--- src/rtl/gaussian_conv.sv ---
// 7x7 Gaussian blur (binomial weights 1,6,15,20,15,6,1) as a 4-stage pipeline
// with one global stall enable, plus a per-frame output counter that raises done.
module gaussian_conv #(
  parameter int BITS    = 8,
  parameter int WIDTH   = 7,
  parameter int ADDRLEN = 19,
  parameter int MASKLEN = 392,
  parameter int ROW     = 480,
  parameter int COL     = 640
) (
  input  logic               clk,
  input  logic               rst,
  input  logic               frame_start,
  input  logic               in_valid,
  output logic               in_ready,
  input  logic [MASKLEN-1:0] in_window,
  input  logic [ADDRLEN-1:0] in_waddr,
  output logic               out_valid,
  input  logic               out_ready,
  output logic [BITS-1:0]    out_pixel,
  output logic [ADDRLEN-1:0] out_waddr,
  output logic               done
);

  // Handshake: a window is taken on in_valid && in_ready and a pixel is handed
  // off on out_valid && out_ready; in_ready drops only while a finished pixel
  // is blocked by out_ready=0, and then every stage holds.
  localparam int HW    = 16;
  localparam int SW    = 20;
  localparam int TOTAL = (ROW - WIDTH + 1) * (COL - WIDTH + 1);
  localparam logic [ADDRLEN-1:0] TOTAL_A = ADDRLEN'(TOTAL);

  function automatic logic [4:0] wgt(input int i);
    case (i)
      0, 6:    wgt = 5'd1;
      1, 5:    wgt = 5'd6;
      2, 4:    wgt = 5'd15;
      default: wgt = 5'd20;
    endcase
  endfunction

  function automatic logic [HW-1:0] row_sum(input logic [WIDTH*BITS-1:0] row);
    logic [HW-1:0] acc;
    acc = '0;
    for (int c = 0; c < WIDTH; c++) begin
      acc = acc + HW'(row[c*BITS +: BITS]) * HW'(wgt(c));
    end
    return acc;
  endfunction

  logic                en;
  logic                deliver;
  logic                v1_q, v2_q, v3_q, v4_q;
  logic [ADDRLEN-1:0]  a1_q, a2_q, a3_q, a4_q;
  logic [HW-1:0]       h1_q [WIDTH];
  logic [HW-1:0]       h_d  [WIDTH];
  logic [SW-1:0]       m2_q [WIDTH];
  logic [SW-1:0]       m_d  [WIDTH];
  logic [SW-1:0]       s3_q, s_d;
  logic [SW-1:0]       rnd;
  logic [BITS-1:0]     p4_q, p_d;
  logic [ADDRLEN-1:0]  cnt_q, cnt_d;
  logic                done_q, done_d;

  assign en        = !(v4_q && !out_ready);
  assign in_ready  = en;
  assign deliver   = v4_q && out_ready;
  assign out_valid = v4_q;
  assign out_pixel = p4_q;
  assign out_waddr = a4_q;
  assign done      = done_q;

  always_comb begin
    for (int r = 0; r < WIDTH; r++) begin
      h_d[r] = row_sum(in_window[r*WIDTH*BITS +: WIDTH*BITS]);
      m_d[r] = SW'(h1_q[r]) * SW'(wgt(r));
    end
    s_d = '0;
    for (int r = 0; r < WIDTH; r++) begin
      s_d = s_d + m2_q[r];
    end
    // Max sum is 255*4096, so adding the half-LSB still fits in SW bits.
    rnd = s3_q + SW'(2048);
    p_d = rnd[12 +: BITS];
  end

  always_ff @(posedge clk or negedge rst) begin
    if (!rst) begin
      v1_q <= 1'b0; v2_q <= 1'b0; v3_q <= 1'b0; v4_q <= 1'b0;
      a1_q <= '0;   a2_q <= '0;   a3_q <= '0;   a4_q <= '0;
      for (int r = 0; r < WIDTH; r++) begin
        h1_q[r] <= '0;
        m2_q[r] <= '0;
      end
      s3_q <= '0;
      p4_q <= '0;
    end else if (en) begin
      v1_q <= in_valid; a1_q <= in_waddr; h1_q <= h_d;
      v2_q <= v1_q;     a2_q <= a1_q;     m2_q <= m_d;
      v3_q <= v2_q;     a3_q <= a2_q;     s3_q <= s_d;
      v4_q <= v3_q;     a4_q <= a3_q;     p4_q <= p_d;
    end
  end

  // frame_start has priority over a coincident deliver; counting freezes once done.
  always_comb begin
    cnt_d  = cnt_q;
    done_d = done_q;
    if (frame_start) begin
      cnt_d  = '0;
      done_d = 1'b0;
    end else if (deliver && !done_q) begin
      cnt_d = cnt_q + ADDRLEN'(1);
      if (cnt_d == TOTAL_A) done_d = 1'b1;
    end
  end

  always_ff @(posedge clk or negedge rst) begin
    if (!rst) begin
      cnt_q  <= '0;
      done_q <= 1'b0;
    end else begin
      cnt_q  <= cnt_d;
      done_q <= done_d;
    end
  end

endmodule

--- config.mk ---
export PLATFORM = sky130hd
export DESIGN_NAME = gaussian_conv
export DESIGN_NICKNAME = d
export VERILOG_FILES = /design/src/rtl/gaussian_conv.sv
export SDC_FILE = /design/constraint.sdc
export NUM_CORES = 2
export LEC_CHECK = 0
export BUFFER_PORTS_ARGS = -buffer_cell sky130_fd_sc_hd__buf_4
export CORE_ASPECT_RATIO = 0.6
export CORE_MARGIN = 1.5
export CORE_UTILIZATION = 50
export DETAILED_ROUTE_END_ITERATION = 8
export PLACE_DENSITY = 0.72
export SETUP_SLACK_MARGIN = 0.05
export SLEW_MARGIN = 10
export SYNTH_ARGS = -nofsm -noshare
export SYNTH_HDL_FRONTEND = slang
export SYNTH_SLANG_ARGS = --single-unit
--- constraint.sdc ---
create_clock -name clk -period 4.45 [get_ports clk]
set_input_delay 0.445 -clock clk [delete_from_list [all_inputs] [get_ports clk]]
set_output_delay 0.445 -clock clk [all_outputs]
set_load 0.05 [all_outputs]
==> metrics.cfg <==
[synth]
synth_simple_gate_area_share_pct = 9.005
ys_seq_elements = 344
syn_nets = 6634
synth_edf_count = 0
avgSynthCellArea_sq_um = 9.625
synth_area_sq_um = 46850
synthFlopType = dfrtp_1
synthXorXnorAreaFrac_pct = 4.860
synth_compound_area_share_pct = 9.697
synthAdderAreaFrac_pct = 48.10
yosysWarnings = 0
ys_seq_area_share_pct = 18.37
synth.area.mux_share_pct = 0.2270
async_reset_ff_share_pct = 100.0
synth_top_family_by_area = adder cells
synth_cell_types = 72
syn_inst = 4868

[min_path]
hold_path_depth = 3
hp-class = input port to flip-flop

[sta]
fin_crit_sh_pct = 118.2
setup_viol = 71
slew_viol_final = 0
rsz0062_at_grt = yes
relSlewSlack_pct = 41.65
finalCriticalPeriod_ns = 5.261
finalHoldViolCount = 0
fmax_ghz = 0.1901
setup_ws_ns = -0.8108
fin_worst_skew_ns = 0.02614
tightest_slew_ns = 0.8752

[cts]
clock-root-buffer = clkbuf_16
clk_latency_ns = 0.56
cts_buffers = 36
numClockSinks = 344
cts_buffer_depth = 3
cts_tree = yes
cts.clk_slew.worst_paths_ns = 0.07
htreeDepth = 2

[route]
first_iter_violations = 1649
ant_nets = 0
wirelength_mm = 107.4
drt-wirelength-per-cell_microns = 15.16
drc = 0
drt_pass1_iterations = 5
vias_per_cell = 4.966
vias = 35190

[final_layout]
nFillCells = 7286
postLayoutCellArea_sq_um = 59720
diodes = 0
final_common_cell = inv_1
area_growth_pct = 27.47
drive_gt1_share_pct = 26.15
fin_nets = 7595
final_cell_mix = 1013 x inv_1, 919 x buf_4, 712 x fa_1, 555 x nand2_1, 520 x ha_1

[worst_setup_path]
setup.worst_path.start_class = input port
cp_max_fo = 3
slowest_stage = fa_1
end_kind = flip-flop
cp_data_required_time_ns = 4.87
ff2ff_path_depth = 14
worst-path-stages = 21
critPathKind = input port to flip-flop
crit_family = adder cells
cp.arrival_ns = 5.68
max_stage_delay_ns = 0.56
crit_buf_inv = 5
crit_path_cell_trace = buf_8 > ha_4 > inv_2 > fa_2 > xor2_1 > fa_1 > fa_1 > fa_1 > inv_1 > fa_1 > inv_1 > fa_1 > inv_1 > ha_4 > a21o_1 > a21oi_2 > o21a_1 > nor3_4 > o311a_1 > or3_1 > a31o_1
cp_common_cell = fa_1

[global_route]
grt_pass1_wl_mm = 180.8
track_usage_pct = 23.04
overflow = 0
antenna_found_initial = 1
grt_pass1_vias = 37539
grt_max_degree = 173

[run_status]
violations = setup timing
status = finished, violations left

[die]
core_area_sq_um = 92320
initial_utilization_pct = 50.75
die_w_microns = 398.2
fp.dieH_microns = 240.1
ios = 446
die_area_sq_um = 95610
row_count = 86

[place]
dpl_cell_area_sq_um = 56210
gp_congestion = 0.8740
port_buffers = 445
place_ws_ns = -1.545
dp_hpwl_mm = 89.55

[job]
drv_cap = 0

==> synthesized netlist by cell type (5+ instances only) <==
| cell | count | area share (%) |
|---|---|---|
| clkbuf_1 | 78 | 0.62 |
| and3_1 | 16 | 0.21 |
| a21oi_1 | 250 | 2.7 |
| a22o_1 | 5 | 0.093 |
| o21bai_1 | 68 | 1.1 |
| or2_2 | 13 | 0.17 |
| nor2b_1 | 18 | 0.24 |
| a31oi_1 | 12 | 0.16 |
| nor3_1 | 48 | 0.51 |
| xnor2_1 | 173 | 3.2 |
| o21ai_1 | 26 | 0.28 |
| o41ai_1 | 5 | 0.093 |
| a21o_1 | 107 | 1.7 |
| nand2_1 | 560 | 4.5 |
| o21a_1 | 24 | 0.38 |
| and2_1 | 7 | 0.093 |
| a2111oi_0 | 8 | 0.15 |
| mux2i_1 | 5 | 0.11 |
| or3_1 | 26 | 0.35 |
| o21ai_0 | 94 | 1.0 |
| o21ba_2 | 5 | 0.11 |
| nand4_1 | 13 | 0.17 |
| inv_1 | 1115 | 8.9 |
| o22ai_1 | 8 | 0.11 |
| nand2b_1 | 13 | 0.17 |
| ha_1 | 598 | 16 |
| fa_1 | 752 | 32 |
| nor2_1 | 200 | 1.6 |
| mux2_2 | 5 | 0.12 |
| nor3b_1 | 12 | 0.19 |
| nand3_1 | 44 | 0.47 |
| nor4b_1 | 7 | 0.13 |
| o31ai_1 | 26 | 0.42 |
| a211oi_1 | 17 | 0.27 |
| o41a_1 | 5 | 0.12 |
| dfrtp_1 | 344 | 18 |
| o211ai_1 | 11 | 0.18 |
| xor2_1 | 87 | 1.6 |
==> final timing paths <==
path | startpoint | to | slack (ns)
max | in_window[233] | h1_q[44] | -0.81
min | in_waddr[4] | a1_q[4] | 0.09
min reg2reg | h1_q[98] | m2_q[122] | 0.46
min in group asynchronous | rst | a3_q[5] | 0.51
max in group asynchronous | rst | h1_q[61] | 2.81
max reg2reg | m2_q[69] | s3_q[14] | -0.14
==> per-stage QoR <==
step                      hold WS [ns]  std cells  TNS [ns]  util [%]
after global placement          0.4483       6967    -74.11     60.88
final                          0.08527       7086    -32.34     64.69
after floorplan                 0.1494       4868    -39.38         -
after detailed placement        0.4552       6967    -79.08     60.88
after global routing           0.07095       7086    -44.19     64.69
after CTS                      0.06238       7060    -29.13     63.59
==> metal layers <==
layer	vias to the layer above	global-route usage, %	share of wire [%]
li1	17165	-	-
met1	17367	32.75	46
met2	520	38.64	48
met3	136	2.840	3.8
met4	2	3.468	1.6
met5	-	0	0.012
==> sequential cells by signal, indices dropped and copies added (netlist names), 8 cells and up <==
register and flops:
a1_q 19, a2_q 19, a3_q 19, cnt_q 19, h1_q 105, m2_q 122, out_pixel 8, out_waddr 19
s3_q 9
==> logic make-up (layout without fill, tap and decap cells) <==
kind of cell / count (synthesis) / in the layout
muxes: 10 / 10
buffers and inverters: 1202 / 2188
AOI/OAI and AO/OA: 713 / 713
and+or+nand+nor: 989 / 989
DFF: 344 / 344
xor gates and xnor gates: 260 / 260
adders and majority gates: 1350 / 1350
==> worst min-delay path: stages <==
cell and delay, ns:
buf_4 0.08, nand2_1 0.04, nand2_1 0.05
==> layout make-up <==
cell class                      count  area [sq um]  share of cell area [%]
Clock buffer                       47         993.5                   1.663
Clock inverter                     16         160.2                  0.2682
Inverter                         1116          4207                   7.044
Multi-Input combinational cell   3322         36170                   60.56
Sequential cell                   344          8612                   14.42
Tap cell                         1232          1541                   2.581
Timing Repair Buffer             1009          8038                   13.46
==> what timing repair did <==
item	in CTS	in global routing
endpoints found under the setup margin	75	81
resized for setup	242	202
hold buffers	1	0
endpoints found under the hold margin	80	0
pin swaps	245	203
buffers inserted	35	35
Power is not shown: default switching activity piles up to over one toggle a cycle in this logic, so the estimate is an artifact.
